$ cat src/rtl/quad_enc_decoder.sv
// quad_enc_decoder
//   Quadrature rotary-encoder front end. The asynchronous A/B phases are
//   synchronised and, optionally, stability-filtered. Gray-code transitions
//   are decoded into signed sub-steps, and those sub-steps are accumulated
//   per mechanical detent. One single-cycle INC_EN/DEC_EN strobe is emitted
//   for each completed detent. Double-phase jumps set a sticky ERR flag.
//
//   Build option: define QUAD_ENC_DECODER_FILTER_EN to include the stability
//   filter. With the filter, a new A/B value must hold for FILTER_LEN
//   consecutive CE samples before it is accepted.
//
// Parameters
//   STEPS_PER_DETENT  sub-steps per strobe (1, 2 or 4)
//   FILTER_LEN        consecutive CE samples needed to accept (2..15, filter build)
//
// Ports
//   CLK      system clock, rising edge
//   CLR_N    asynchronous active-low reset
//   CE       sample enable; decoding advances only when high
//   ENC_A    encoder phase A (asynchronous)
//   ENC_B    encoder phase B (asynchronous)
//   ERR_CLR  clears ERR (a same-cycle illegal transition wins)
//   INC_EN   one-CLK pulse per clockwise detent
//   DEC_EN   one-CLK pulse per counter-clockwise detent
//   ERR      sticky illegal-transition flag
module quad_enc_decoder #(
  parameter int STEPS_PER_DETENT = 4,
  parameter int FILTER_LEN       = 4
) (
  input  logic CLK,
  input  logic CLR_N,
  input  logic CE,
  input  logic ENC_A,
  input  logic ENC_B,
  input  logic ERR_CLR,
  output logic INC_EN,
  output logic DEC_EN,
  output logic ERR
);

  if (!(STEPS_PER_DETENT == 1 || STEPS_PER_DETENT == 2 || STEPS_PER_DETENT == 4) ||
      FILTER_LEN < 2 || FILTER_LEN > 15) begin : gBadParams
    $error("quad_enc_decoder: illegal STEPS_PER_DETENT or FILTER_LEN");
  end

  localparam logic signed [3:0] AccMax = 4'(STEPS_PER_DETENT - 1);
  localparam logic signed [3:0] AccMin = -AccMax;

  // Position of a phase code along the clockwise cycle 00->01->11->10.
  function automatic logic [1:0] grayPos(input logic [1:0] code);
    return {code[1], code[1] ^ code[0]};
  endfunction

  logic [1:0]        syncA_q, syncB_q;
  logic [1:0]        syncVal;
  logic [1:0]        fill_q, fill_d;
  logic              primed_q, primed_d;
  logic [1:0]        prev_q, prev_d;
  logic [1:0]        cur;
  logic [1:0]        posDelta;
  logic signed [3:0] acc_q, acc_d;
  logic              inc_q, inc_d;
  logic              dec_q, dec_d;
  logic              err_q, err_d;
  logic              sampleEn;
`ifdef QUAD_ENC_DECODER_FILTER_EN
  logic [1:0]        filt_q, filt_d;
  logic [1:0]        cand_q, cand_d;
  logic [3:0]        cnt_q, cnt_d;
`endif

  assign syncVal = {syncA_q[1], syncB_q[1]};

  // The synchroniser flops reset to 0. They need two edges after reset
  // before they hold real input samples. Priming waits for that fill, so a
  // phase held at 11 through reset is not mistaken for a 00->11 jump.
  assign sampleEn = CE && fill_q[1];

  always_comb begin
    fill_d = fill_q[1] ? fill_q : fill_q + 2'd1;
  end

  // Main decode: optional filter, Gray step decode, detent accumulator,
  // strobe generation and the sticky error flag.
  always_comb begin
    primed_d = primed_q;
    prev_d   = prev_q;
    acc_d    = acc_q;
    inc_d    = 1'b0;
    dec_d    = 1'b0;
    err_d    = err_q;
    cur      = prev_q;
    posDelta = 2'd0;
`ifdef QUAD_ENC_DECODER_FILTER_EN
    filt_d   = filt_q;
    cand_d   = cand_q;
    cnt_d    = cnt_q;
`endif

    if (ERR_CLR) begin
      err_d = 1'b0;
    end

    if (sampleEn) begin
      if (!primed_q) begin
        primed_d = 1'b1;
        prev_d   = syncVal;
`ifdef QUAD_ENC_DECODER_FILTER_EN
        filt_d   = syncVal;
        cand_d   = syncVal;
        cnt_d    = 4'd0;
`endif
      end else begin
`ifdef QUAD_ENC_DECODER_FILTER_EN
        // A change of candidate restarts the run count. The filtered value
        // is decoded one sample after it is accepted.
        cur = filt_q;
        if (syncVal == filt_q) begin
          cnt_d = 4'd0;
        end else if (syncVal != cand_q) begin
          cand_d = syncVal;
          cnt_d  = 4'd1;
        end else if (cnt_q == 4'(FILTER_LEN - 1)) begin
          filt_d = syncVal;
          cnt_d  = 4'd0;
        end else begin
          cnt_d = cnt_q + 4'd1;
        end
`else
        cur = syncVal;
`endif
        posDelta = grayPos(cur) - grayPos(prev_q);
        prev_d   = cur;
        case (posDelta)
          2'd1: begin
            if (acc_q == AccMax) begin
              inc_d = 1'b1;
              acc_d = '0;
            end else begin
              acc_d = acc_q + 4'sd1;
            end
          end
          2'd3: begin
            if (acc_q == AccMin) begin
              dec_d = 1'b1;
              acc_d = '0;
            end else begin
              acc_d = acc_q - 4'sd1;
            end
          end
          2'd2: begin
            err_d = 1'b1;
            acc_d = '0;
          end
          default: ;
        endcase
      end
    end
  end

  // The synchroniser runs on every clock. All other state advances through
  // the next-state logic above.
  always_ff @(posedge CLK or negedge CLR_N) begin
    if (!CLR_N) begin
      syncA_q  <= '0;
      syncB_q  <= '0;
      fill_q   <= '0;
      primed_q <= 1'b0;
      prev_q   <= '0;
      acc_q    <= '0;
      inc_q    <= 1'b0;
      dec_q    <= 1'b0;
      err_q    <= 1'b0;
`ifdef QUAD_ENC_DECODER_FILTER_EN
      filt_q   <= '0;
      cand_q   <= '0;
      cnt_q    <= '0;
`endif
    end else begin
      syncA_q  <= {syncA_q[0], ENC_A};
      syncB_q  <= {syncB_q[0], ENC_B};
      fill_q   <= fill_d;
      primed_q <= primed_d;
      prev_q   <= prev_d;
      acc_q    <= acc_d;
      inc_q    <= inc_d;
      dec_q    <= dec_d;
      err_q    <= err_d;
`ifdef QUAD_ENC_DECODER_FILTER_EN
      filt_q   <= filt_d;
      cand_q   <= cand_d;
      cnt_q    <= cnt_d;
`endif
    end
  end

  assign INC_EN = inc_q;
  assign DEC_EN = dec_q;
  assign ERR    = err_q;

endmodule

$ cat config.mk
export PLATFORM = sky130hd
export DESIGN_NAME = quad_enc_decoder
export DESIGN_NICKNAME = d
export VERILOG_FILES = /design/src/rtl/quad_enc_decoder.sv
export SDC_FILE = /design/constraint.sdc
export NUM_CORES = 1
export LEC_CHECK = 0
export BUFFER_PORTS_ARGS = -buffer_cell sky130_fd_sc_hd__buf_4
export CORE_UTILIZATION = 45
export CTS_CLUSTER_DIAMETER = 60
export CTS_CLUSTER_SIZE = 16
export DETAILED_ROUTE_END_ITERATION = 7
export PLACE_DENSITY_LB_ADDON = 0.25
export SLEW_MARGIN = 20
export SYNTH_ARGS = -nofsm -noshare
export SYNTH_HDL_FRONTEND = slang
export SYNTH_SLANG_ARGS = --single-unit
$ cat constraint.sdc
create_clock -name CLK -period 3.06 [get_ports CLK]
set_input_delay 0.612 -clock CLK [delete_from_list [all_inputs] [get_ports CLK]]
set_output_delay 0.612 -clock CLK [all_outputs]
set_load 0.01 [all_outputs]
==> flow_summary_export.csv, run 1 <==
group,metric,value,unit
synth,syn_inst,65,
grt,grt_usage,0.1546,
timing,slew_headroom,0.8018,
cts,clk_latency,0.28,ns
timing,finalClockSkew,0.005544,ns
die,num_rows,14,
synth,synth_area,773.2,µm²
setup_path,arrival,1.91,ns
timing,setup-tns-final,0,ns
run_status,status,"finished, final reports clean",
cts,cts_max_level,1,
cts,cts_setup_buffers,0,
synth,synth_top_cell_by_area,"dfrtp_1",
power_and_ir_drop,ir_drop,0.4163,mV
grt,grt_pass1_wl,2139,µm
die,dieArea,0.001888,mm²
power_and_ir_drop,p_leak,0.0004131,µW
setup_path,critPathTopFamily,"XOR/XNOR gates",
cts,hold_buffers,0,
cts,cts_max_path_buffers,2,
route,vias_per_cell,5.543,
timing,finalSetupViolations,0,
die,die_h,43.45,µm
cts,postCtsResizedCells,0,
route,dr.first_iter.drc_count,5,
route,met2_wirelength,498,µm
setup_path,r2r-end,"acc_q[3]$_DFFE_PN0P_",
die,die_w,43.45,µm
die,core,0.001559,mm²
layout,area_growth,13.59,%
grt,antenna_found_initial,0,
grt,grt_overflow_total,0,
power_and_ir_drop,p_total,629.5,µW
layout,fillers,138,
setup_path,cpMaxStageDelayCell,"dfrtp_1",
route,wirelength,1172,µm
cts,cts.sinks,16,
synth,avgSynthCellArea,11.90,µm²
place,dp_hpwl,863.8,µm
timing,hold_viol,0,
setup_path,critPathLaunch,"prev_q[1]$_DFFE_PN0P_",
route,maxUsedRoutingLayer,"met4",
synth,synthesis.nets,75,
cts,cts_root_buffer,"clkbuf_4",
synth,synth_top_cell_area_share,0.5178,
timing,maxSlewViolCount,0,
grt,grt_max_degree,17,
setup_path,crit_required,3.23,ns
die,initial_core_util,0.4960,
die,ios,9,
route,first_pass_iters,4,
setup_path,cp_num_cells,6,
cts,cts_tree,"yes",
synth,synth_area_leaders,"dfrtp_1 52%, ha_1 6.5%, xor2_1 3.4%, xnor3_2 3.1%, mux2_2 2.9%",
layout,post-route-util,0.5634,
place,place_ws,1.339,ns
setup_path,rr_startpoint,"prev_q[1]$_DFFE_PN0P_",
route,drtAntennaViolNets,0,
setup_path,reg2reg_depth,6,
cts,clk_pin_slew,0.09,ns
route,drc,0,
power_and_ir_drop,p_per_area,716.6,mW/mm²
synth,yosys.cell_types.count,30,
grt,first_global_vias,493,
route,m1WireLength,588,µm
setup_path,crit_type,"reg2reg",
timing,max_freq,574.8,MHz
cts,numCtsBuffers,3,
timing,whs,0.1655,ns
min_path,hold_path_class,"in2async",
timing,period_share,0.5686,
place,place.gp.congestion,0.7609,
setup_path,start_kind,"register",
setup_path,r2r_slack,1.32,ns
layout,nNetsFinal,87,
setup_path,critPathMaxFanout,12,
synth,ys_ff_latch,16,
layout,drive_above_1_share,0.2632,
setup_path,critPathMaxStageDelay,0.42,ns
layout,diodes,0,
setup_path,crit_buf_inv,0,
setup_path,worstSetupEndpoint,"acc_q[3]$_DFFE_PN0P_",
setup_path,crit_chain,"xor2_1, ha_1, xnor3_2, or2b_1, o22ai_1, a2bb2oi_2",
synth,ys_warn_count,0,
layout,seqCellArea,400.4,µm²
synth,synth-seq-area-share,0.5178,
route,wl_per_cell,12.74,µm
timing,fin_crit,1.740,ns
setup_path,worstSetupEndpointType,"register",
flow_run,maxCapViolations,0,
layout,multiInputGateArea,350.3,µm²
route,via_count,510,
timing,rsz0062_at_grt,"no",
timing,worst_pin_slew,0.2951,ns
route,wl_met3,72,µm
timing,layout_setup_ws,1.320,ns
place,port_buffers,8,
synth_stat cells:
master     instances
a211oi_1           1
or2b_1             1
o311ai_1           1
o22ai_1            2
xnor3_2            1
and3_1             3
nand2b_1           2
nand3_1            2
nor2_1             4
mux2_2             2
xor2_1             3
nor3_1             2
xnor2_1            2
nor2_2             1
nand2b_2           1
a21o_1             1
a2bb2oi_2          1
nor2b_1            1
or2_2              1
nand2_1            3
nand4b_1           1
a32o_1             1
dfrtp_1           16
ha_1               4
a21oi_2            1
a31oi_1            1
buf_6              1
inv_1              3
o31ai_1            1
o21ai_1            1
report_power, final:
group	internal [µW]	switching, µW	leakage (µW)	total, µW
Sequential	244	41.4	0.000193	285
Clock	72.4	61.4	0.0000210	134
Combinational	106	105	0.000199	211
Total	422	208	0.000413	629
sequential cells by signal (all words and copies together) (netlist names):
register  cells
acc_q         4
fill_q        2
syncB_q       2
ERR           1
DEC_EN        1
syncA_q       2
INC_EN        1
prev_q        2
primed_q      1
worst min-delay path by stage:
stage | startpoint | to | slack (ns) | cells past startpoint
6_report | CLR_N | prev_q[1]$_DFFE_PN0P_ | 0.17 | 1
5_1_grt | CLR_N | prev_q[0]$_DFFE_PN0P_ | 0.16 | 1
4_1_cts | CLR_N | prev_q[1]$_DFFE_PN0P_ | 0.17 | 1
3_5_place_dp | syncB_q[0]$_DFF_PN0_ | syncB_q[1]$_DFF_PN0_ | 0.34 | 0
3_3_place_gp | syncB_q[0]$_DFF_PN0_ | syncB_q[1]$_DFF_PN0_ | 0.34 | 0
2_1_floorplan | CLR_N | DEC_EN$_DFF_PN0_ | 0.32 | 0
placed cells by master (no fill, tap or decap), drive strengths merged, types with 2 or more instances in the layout:
cell	instances
ha	4
nand2b	3
clkbuf	4
xnor2	2
nand2	3
dfrtp	16
nor2	5
xor2	3
o22ai	2
and3	3
inv	3
nor3	2
buf	8
mux2	2
nand3	2
logic make-up (layout without fill, tap and decap cells):
| kind of cell | Yosys count | after routing | share of synthesized area |
|---|---|---|---|
| AOI/OAI and AO/OA | 11 | 11 | 0.1149 |
| DFF | 16 | 16 | 0.5178 |
| muxes | 2 | 2 | 0.02912 |
| buffers and inverters | 4 | 15 | 0.02912 |
| and+or+nand+nor | 22 | 22 | 0.1570 |
| adders and majority gates | 4 | 4 | 0.06473 |
| xor gates and xnor gates | 6 | 6 | 0.08739 |
layer usage:
layer	vias up	GRT usage
li1	251	-
met1	239	0.2207
met2	18	0.2121
met3	2	0.06250
met4	0	0.05625
met5	-	0
per-stage QoR:
step	instances	cell area, µm²
2_1_floorplan	65	773.2
3_3_place_gp	88	842.1
3_5_place_dp	88	842.1
4_1_cts	92	878.3
5_1_grt	92	878.3
6_report	92	878.3
area by class of cell:
type,instances,share of cell area
Inverter,3,0.01282
Sequential cell,16,0.4558
Timing Repair Buffer,8,0.06838
Tap cell,16,0.02279
Clock buffer,4,0.04131
Multi-Input combinational cell,45,0.3989
(Power assumes the default switching activity.)
==> run 2, diff against run 1 <==
==> constraint.sdc (replaced) <==
create_clock -name CLK -period 1.7 [get_ports CLK]
set_input_delay 0.34 -clock CLK [delete_from_list [all_inputs] [get_ports CLK]]
set_output_delay 0.34 -clock CLK [all_outputs]
set_load 0.01 [all_outputs]
==> flow_summary_export.csv, run 2 (synthesized netlist as in run 1, its figures left out) <==
group,metric,value,unit
run_status,status,"finished, final reports clean",
min_path,hold_end,"syncA_q[0]$_DFF_PN0_",
layout,final_common_cell,"dfrtp_1",
timing,maxSlewViolCount,0,
timing,finalClockSkew,0.006380,ns
cts,cts_max_path_buffers,2,
timing,period_share,0.9874,
setup_path,r2r-end,"acc_q[2]$_DFFE_PN0P_",
route,dr.first_iter.drc_count,0,
setup_path,arrival,1.84,ns
setup_path,crit_required,1.86,ns
cts,cts_root_buffer,"clkbuf_4",
setup_path,rr_startpoint,"syncA_q[1]$_DFF_PN0_",
timing,max_freq,595.8,MHz
layout,most-common-layout-cells,"16 x dfrtp_1, 12 x buf_4, 4 x nor2_1",
route,wl_per_cell,14.67,µm
route,first_pass_iters,1,
grt,grt_pass1_wl,2208,µm
grt,antenna_found_initial,0,
layout,stdcell_area,949.7,µm²
die,num_rows,14,
die,initial_core_util,0.4960,
layout,area_growth,22.82,%
min_path,worstHoldPathCells,1,
timing,finalSetupViolations,0,
grt,grt_usage,0.1605,
setup_path,cpMaxStageDelayCell,"dfrtp_1",
grt,first_global_vias,506,
flow_run,maxCapViolations,0,
timing,fin_crit,1.679,ns
layout,drive_above_1_share,0.3171,
route,via_count,530,
die,die_w,43.45,µm
grt,grt_overflow_total,0,
place,place.gp.congestion,0.7987,
setup_path,critPathMaxStageDelay,0.43,ns
setup_path,worstSetupEndpointType,"register",
timing,whs,0.1507,ns
cts,clk_latency,0.29,ns
layout,fin_cells,98,
cts,clk_pin_slew,0.10,ns
timing,rsz0062_at_grt,"yes",
layout,diodes,0,
route,wirelength,1438,µm
setup_path,reg2reg_depth,5,
place,dp_cells,91,
place,placedInstanceArea,864.6,µm²
layout,largest-register,"acc_q",
setup_path,start_kind,"register",
power_and_ir_drop,p_leak,0.0004523,µW
layout,largest_reg_flops,4,
cts,cts_tree,"yes",
timing,worst_pin_slew,0.2960,ns
cts,cts.sinks,16,
setup_path,crit_type,"reg2reg",
setup_path,crit_chain,"xnor2_1, ha_2, xnor3_2, o311ai_1, o31ai_1",
route,vias_per_cell,5.408,
timing,hold_viol,0,
die,die_h,43.45,µm
min_path,hold_path_class,"in2reg",
power_and_ir_drop,ir_drop,0.7704,mV
layout,nNetsFinal,93,
min_path,worstHoldStart,"ENC_A",
timing,setup-tns-final,0,ns
setup_path,r2r_slack,0.02,ns
power_and_ir_drop,p_per_area,1270,mW/mm²
die,dieArea,0.001888,mm²
route,drc,0,
layout,post-route-util,0.6091,
cts,numCtsBuffers,3,
route,drtAntennaViolNets,0,
die,core,0.001559,mm²
setup_path,critPathMaxFanout,6,
place,dp_hpwl,923.5,µm
grt,grt_max_degree,17,
place,port_buffers,8,
cts,cts_max_level,1,
timing,slew_headroom,0.8012,
die,ios,9,
run 2: how the worst max path moves through the flow:
stage	startpoint	to	cells past startpoint
after floorplan	prev_q[1]$_DFFE_PN0P_	acc_q[0]$_DFFE_PN0P_	6
after global placement	syncA_q[1]$_DFF_PN0_	acc_q[3]$_DFFE_PN0P_	6
after detailed placement	syncA_q[1]$_DFF_PN0_	acc_q[3]$_DFFE_PN0P_	6
after CTS	syncA_q[1]$_DFF_PN0_	acc_q[3]$_DFFE_PN0P_	6
after global routing	syncA_q[1]$_DFF_PN0_	acc_q[2]$_DFFE_PN0P_	5
final	syncA_q[1]$_DFF_PN0_	acc_q[2]$_DFFE_PN0P_	5
run 2: worst max-delay path, delay by kind of cell (launching register included):
family / cells / cell delay [ns]
flops: 1 / 0.43
compound gates: 2 / 0.41
fa+ha+maj: 1 / 0.22
xor+xnor: 2 / 0.48
run 2: cell type report:
class,instances,area [µm²]
sequential,16,400.4
multi-input combinational,46,381.6
fill,131,609.3
timing repair buffer,13,100.1
clock buffer,4,36.28
tap,16,20.02
inverter,3,11.26
run 2: routing by layer:
layer  wire length [µm]  vias to the layer above  part of all wire  track usage
met1                682                      254              0.47       0.2141
met2                708                        8              0.49       0.2485
met3                 37                        2             0.026      0.05000
met4                 10                        0            0.0070      0.05625
li1                   -                      266                 -            -
met5                  0                        -                 0            0
run 2: repair_timing:
| action | in CTS | in global routing |
|---|---|---|
| endpoints found under the hold margin | 16 | 0 |
| endpoints found under the setup margin | 0 | 3 |
| hold buffers | 1 | 0 |
| resized for setup | 0 | 2 |
| setup buffers | 0 | 1 |
run 2: where the power goes:
part / switching [µW] / internal [µW]
clock: 119 / 130
combinational: 211 / 231
sequential: 75.9 / 438
total: 406 / 800
run 2: through the flow:
step	total power, µW	setup WS (ns)
after floorplan	820.9	0.09361
final	1206	0.02146
after detailed placement	923.7	0.02863
after global routing	1287	-0.06095
after global placement	917.4	0.05922
after CTS	1175	0.008352
==> run 3, diff against run 2 <==
--- a/config.mk
+++ b/config.mk
@@ -5,8 +5,8 @@
 export SDC_FILE = /design/constraint.sdc
 export NUM_CORES = 1
 export LEC_CHECK = 0
-export BUFFER_PORTS_ARGS = -buffer_cell sky130_fd_sc_hd__buf_4
-export CORE_UTILIZATION = 45
+export BUFFER_PORTS_ARGS = -buffer_cell sky130_fd_sc_hd__buf_2
+export CORE_UTILIZATION = 50
 export CTS_CLUSTER_DIAMETER = 60
 export CTS_CLUSTER_SIZE = 16
 export DETAILED_ROUTE_END_ITERATION = 7
==> constraint.sdc (replaced) <==
create_clock -name CLK -period 2 [get_ports CLK]
set_input_delay 0.4 -clock CLK [delete_from_list [all_inputs] [get_ports CLK]]
set_output_delay 0.4 -clock CLK [all_outputs]
set_load 0.01 [all_outputs]
==> flow_summary_export.csv, run 3 (synthesized netlist as in run 1, its figures left out) <==
group,metric,value,unit
die,die_h,41.33,µm
layout,largest_reg_flops,4,
power_and_ir_drop,switching_share,0.3294,
timing,worst_pin_slew,0.3433,ns
layout,area_growth,10.84,%
timing,rsz0062_at_grt,"no",
die,num_rows,13,
timing,hold_viol,0,
cts,postCtsResizedCells,0,
route,first_pass_iters,4,
cts,clk_pin_slew,0.09,ns
power_and_ir_drop,ir_drop,0.6447,mV
cts,cts.sinks,16,
run_status,status,"finished, final reports clean",
cts,clk_latency,0.28,ns
timing,period_share,0.8542,
cts,numCtsBuffers,3,
timing,setup-tns-final,0,ns
setup_path,crit_type,"reg2reg",
setup_path,crit_chain,"xor2_1, ha_1, xnor3_2, or2b_1, o22ai_1, a2bb2oi_2",
timing,layout_setup_ws,0.2917,ns
timing,maxSlewViolCount,0,
power_and_ir_drop,pwr-share-comb,0.327,
layout,fillers,108,
place,dp_hpwl,872.8,µm
setup_path,critPathMaxStageDelay,0.42,ns
place,port_buffers,8,
grt,grt_overflow_total,0,
power_and_ir_drop,p_leak,0.0004087,µW
route,wl_per_cell,12.49,µm
layout,diodes,0,
layout,nNetsFinal,87,
route,dr.first_iter.drc_count,10,
place,placedInstanceArea,820.8,µm²
power_and_ir_drop,clkPwrFrac,0.215,
setup_path,cpMaxStageDelayCell,"dfrtp_1",
route,via_count,516,
setup_path,start_kind,"register",
die,initial_core_util,0.5659,
layout,final_common_cell,"dfrtp_1",
grt,antenna_found_initial,0,
timing,fin_crit,1.708,ns
layout,largest-register,"acc_q",
layout,most-common-layout-cells,"16 x dfrtp_1, 8 x buf_2, 4 x nor2_1, 4 x ha_1",
route,drc,0,
cts,cts_tree,"yes",
grt,first_global_vias,448,
power_and_ir_drop,p_sw,313.6,µW
die,ios,9,
timing,finalClockSkew,0.003262,ns
cts,cts_max_level,1,
cts,cts_setup_buffers,0,
cts,hold_buffers,0,
min_path,hold_path_class,"in2async",
route,vias_per_cell,5.670,
power_and_ir_drop,power_frac_seq,0.458,
cts,cts_root_buffer,"clkbuf_4",
place,dp_cells,87,
die,dieArea,0.001708,mm²
die,core,0.001366,mm²
grt,grt_pass1_wl,1980,µm
timing,finalSetupViolations,0,
layout,fin_cells,91,
die,die_w,41.33,µm
route,drtAntennaViolNets,0,
power_and_ir_drop,p_per_area,1111,mW/mm²
grt,grt_max_degree,17,
timing,slew_headroom,0.7711,
place,place_ws,0.3027,ns
route,wirelength,1137,µm
setup_path,worstSetupEndpointType,"register",
grt,grt_usage,0.1911,
setup_path,critPathMaxFanout,12,
layout,stdcell_area,857.1,µm²
place,place.gp.congestion,0.8032,
power_and_ir_drop,cellInternalPower,638.3,µW
timing,max_freq,585.4,MHz
cts,cts_max_path_buffers,2,
flow_run,maxCapViolations,0,
setup_path,crit_required,2.17,ns
setup_path,arrival,1.88,ns
layout,drive_above_1_share,0.2632,
==> run 3: cell types whose count changed in the layout (fill, tap and decap cells not counted) <==
cell and change:
o22ai_1 +1, buf_4 -12, xnor3_1 -1, ha_1 +1, buf_2 +8, dlygate4sd3_1 -1
ha_2 -1, o22ai_2 -1
==> run 3: power by group through the flow <==
stage / sequential, µW / clock (µW) / combinational, µW
final: 436 / 204 / 312
after global routing: 446 / 233 / 359
after CTS: 435 / 213 / 315
after detailed placement: 441 / 0 / 313
after global placement: 441 / 0 / 315
after floorplan: 432 / 0 / 266
==> run 3: final cells by class <==
cell class,count,area (µm²),share of cell area
well taps,15,18.77,0.02190
flip-flops and latches,16,400.4,0.4672
multi-input cells,45,350.3,0.4088
clock buffers,4,36.28,0.04234
inverters,3,11.26,0.01314
repair buffers,8,40.04,0.04672
==> run 3: layer usage <==
layer | track usage | share of wire | vias up
met5 | 0 | 0 | -
met4 | 0.07258 | 0.013 | 0
met3 | 0.09574 | 0.057 | 4
met2 | 0.2695 | 0.44 | 15
met1 | 0.2509 | 0.49 | 240
li1 | - | - | 257
==> run 3: worst max-delay path: cells and delay by family (launching register included) <==
kind / cells / cell delay, ns
adders and majority gates: 1 / 0.19
xor gates and xnor gates: 2 / 0.51
AOI/OAI and AO/OA: 2 / 0.23
DFF: 1 / 0.42
and+or+nand+nor: 1 / 0.26
==> run 3: worst paths after layout <==
check | startpoint | endpoint | slack (ns) | cells past startpoint
worst max-delay path | prev_q[1]$_DFFE_PN0P_ | acc_q[3]$_DFFE_PN0P_ | 0.29 | 6
worst min-delay path | CLR_N | prev_q[0]$_DFFE_PN0P_ | 0.005 | 1
worst max register to register | prev_q[1]$_DFFE_PN0P_ | acc_q[3]$_DFFE_PN0P_ | 0.29 | 6
worst min register to register | syncA_q[0]$_DFF_PN0_ | syncA_q[1]$_DFF_PN0_ | 0.36 | 0
max in group asynchronous | CLR_N | primed_q$_DFFE_PN0P_ | 1.74 | 1
min in group CLK | ENC_A | syncA_q[0]$_DFF_PN0_ | 0.22 | 1
==> run 3: metrics by stage <==
step                      hold slack [ns]  utilization  power (µW)
final                            0.005344       0.6273       951.9
after global routing              0.01581       0.6273        1037
after CTS                        0.006527       0.6273       962.7
after detailed placement           0.3247       0.6007       754.4
after global placement             0.3223       0.6007       756.1
after floorplan                    0.1044            -       697.8
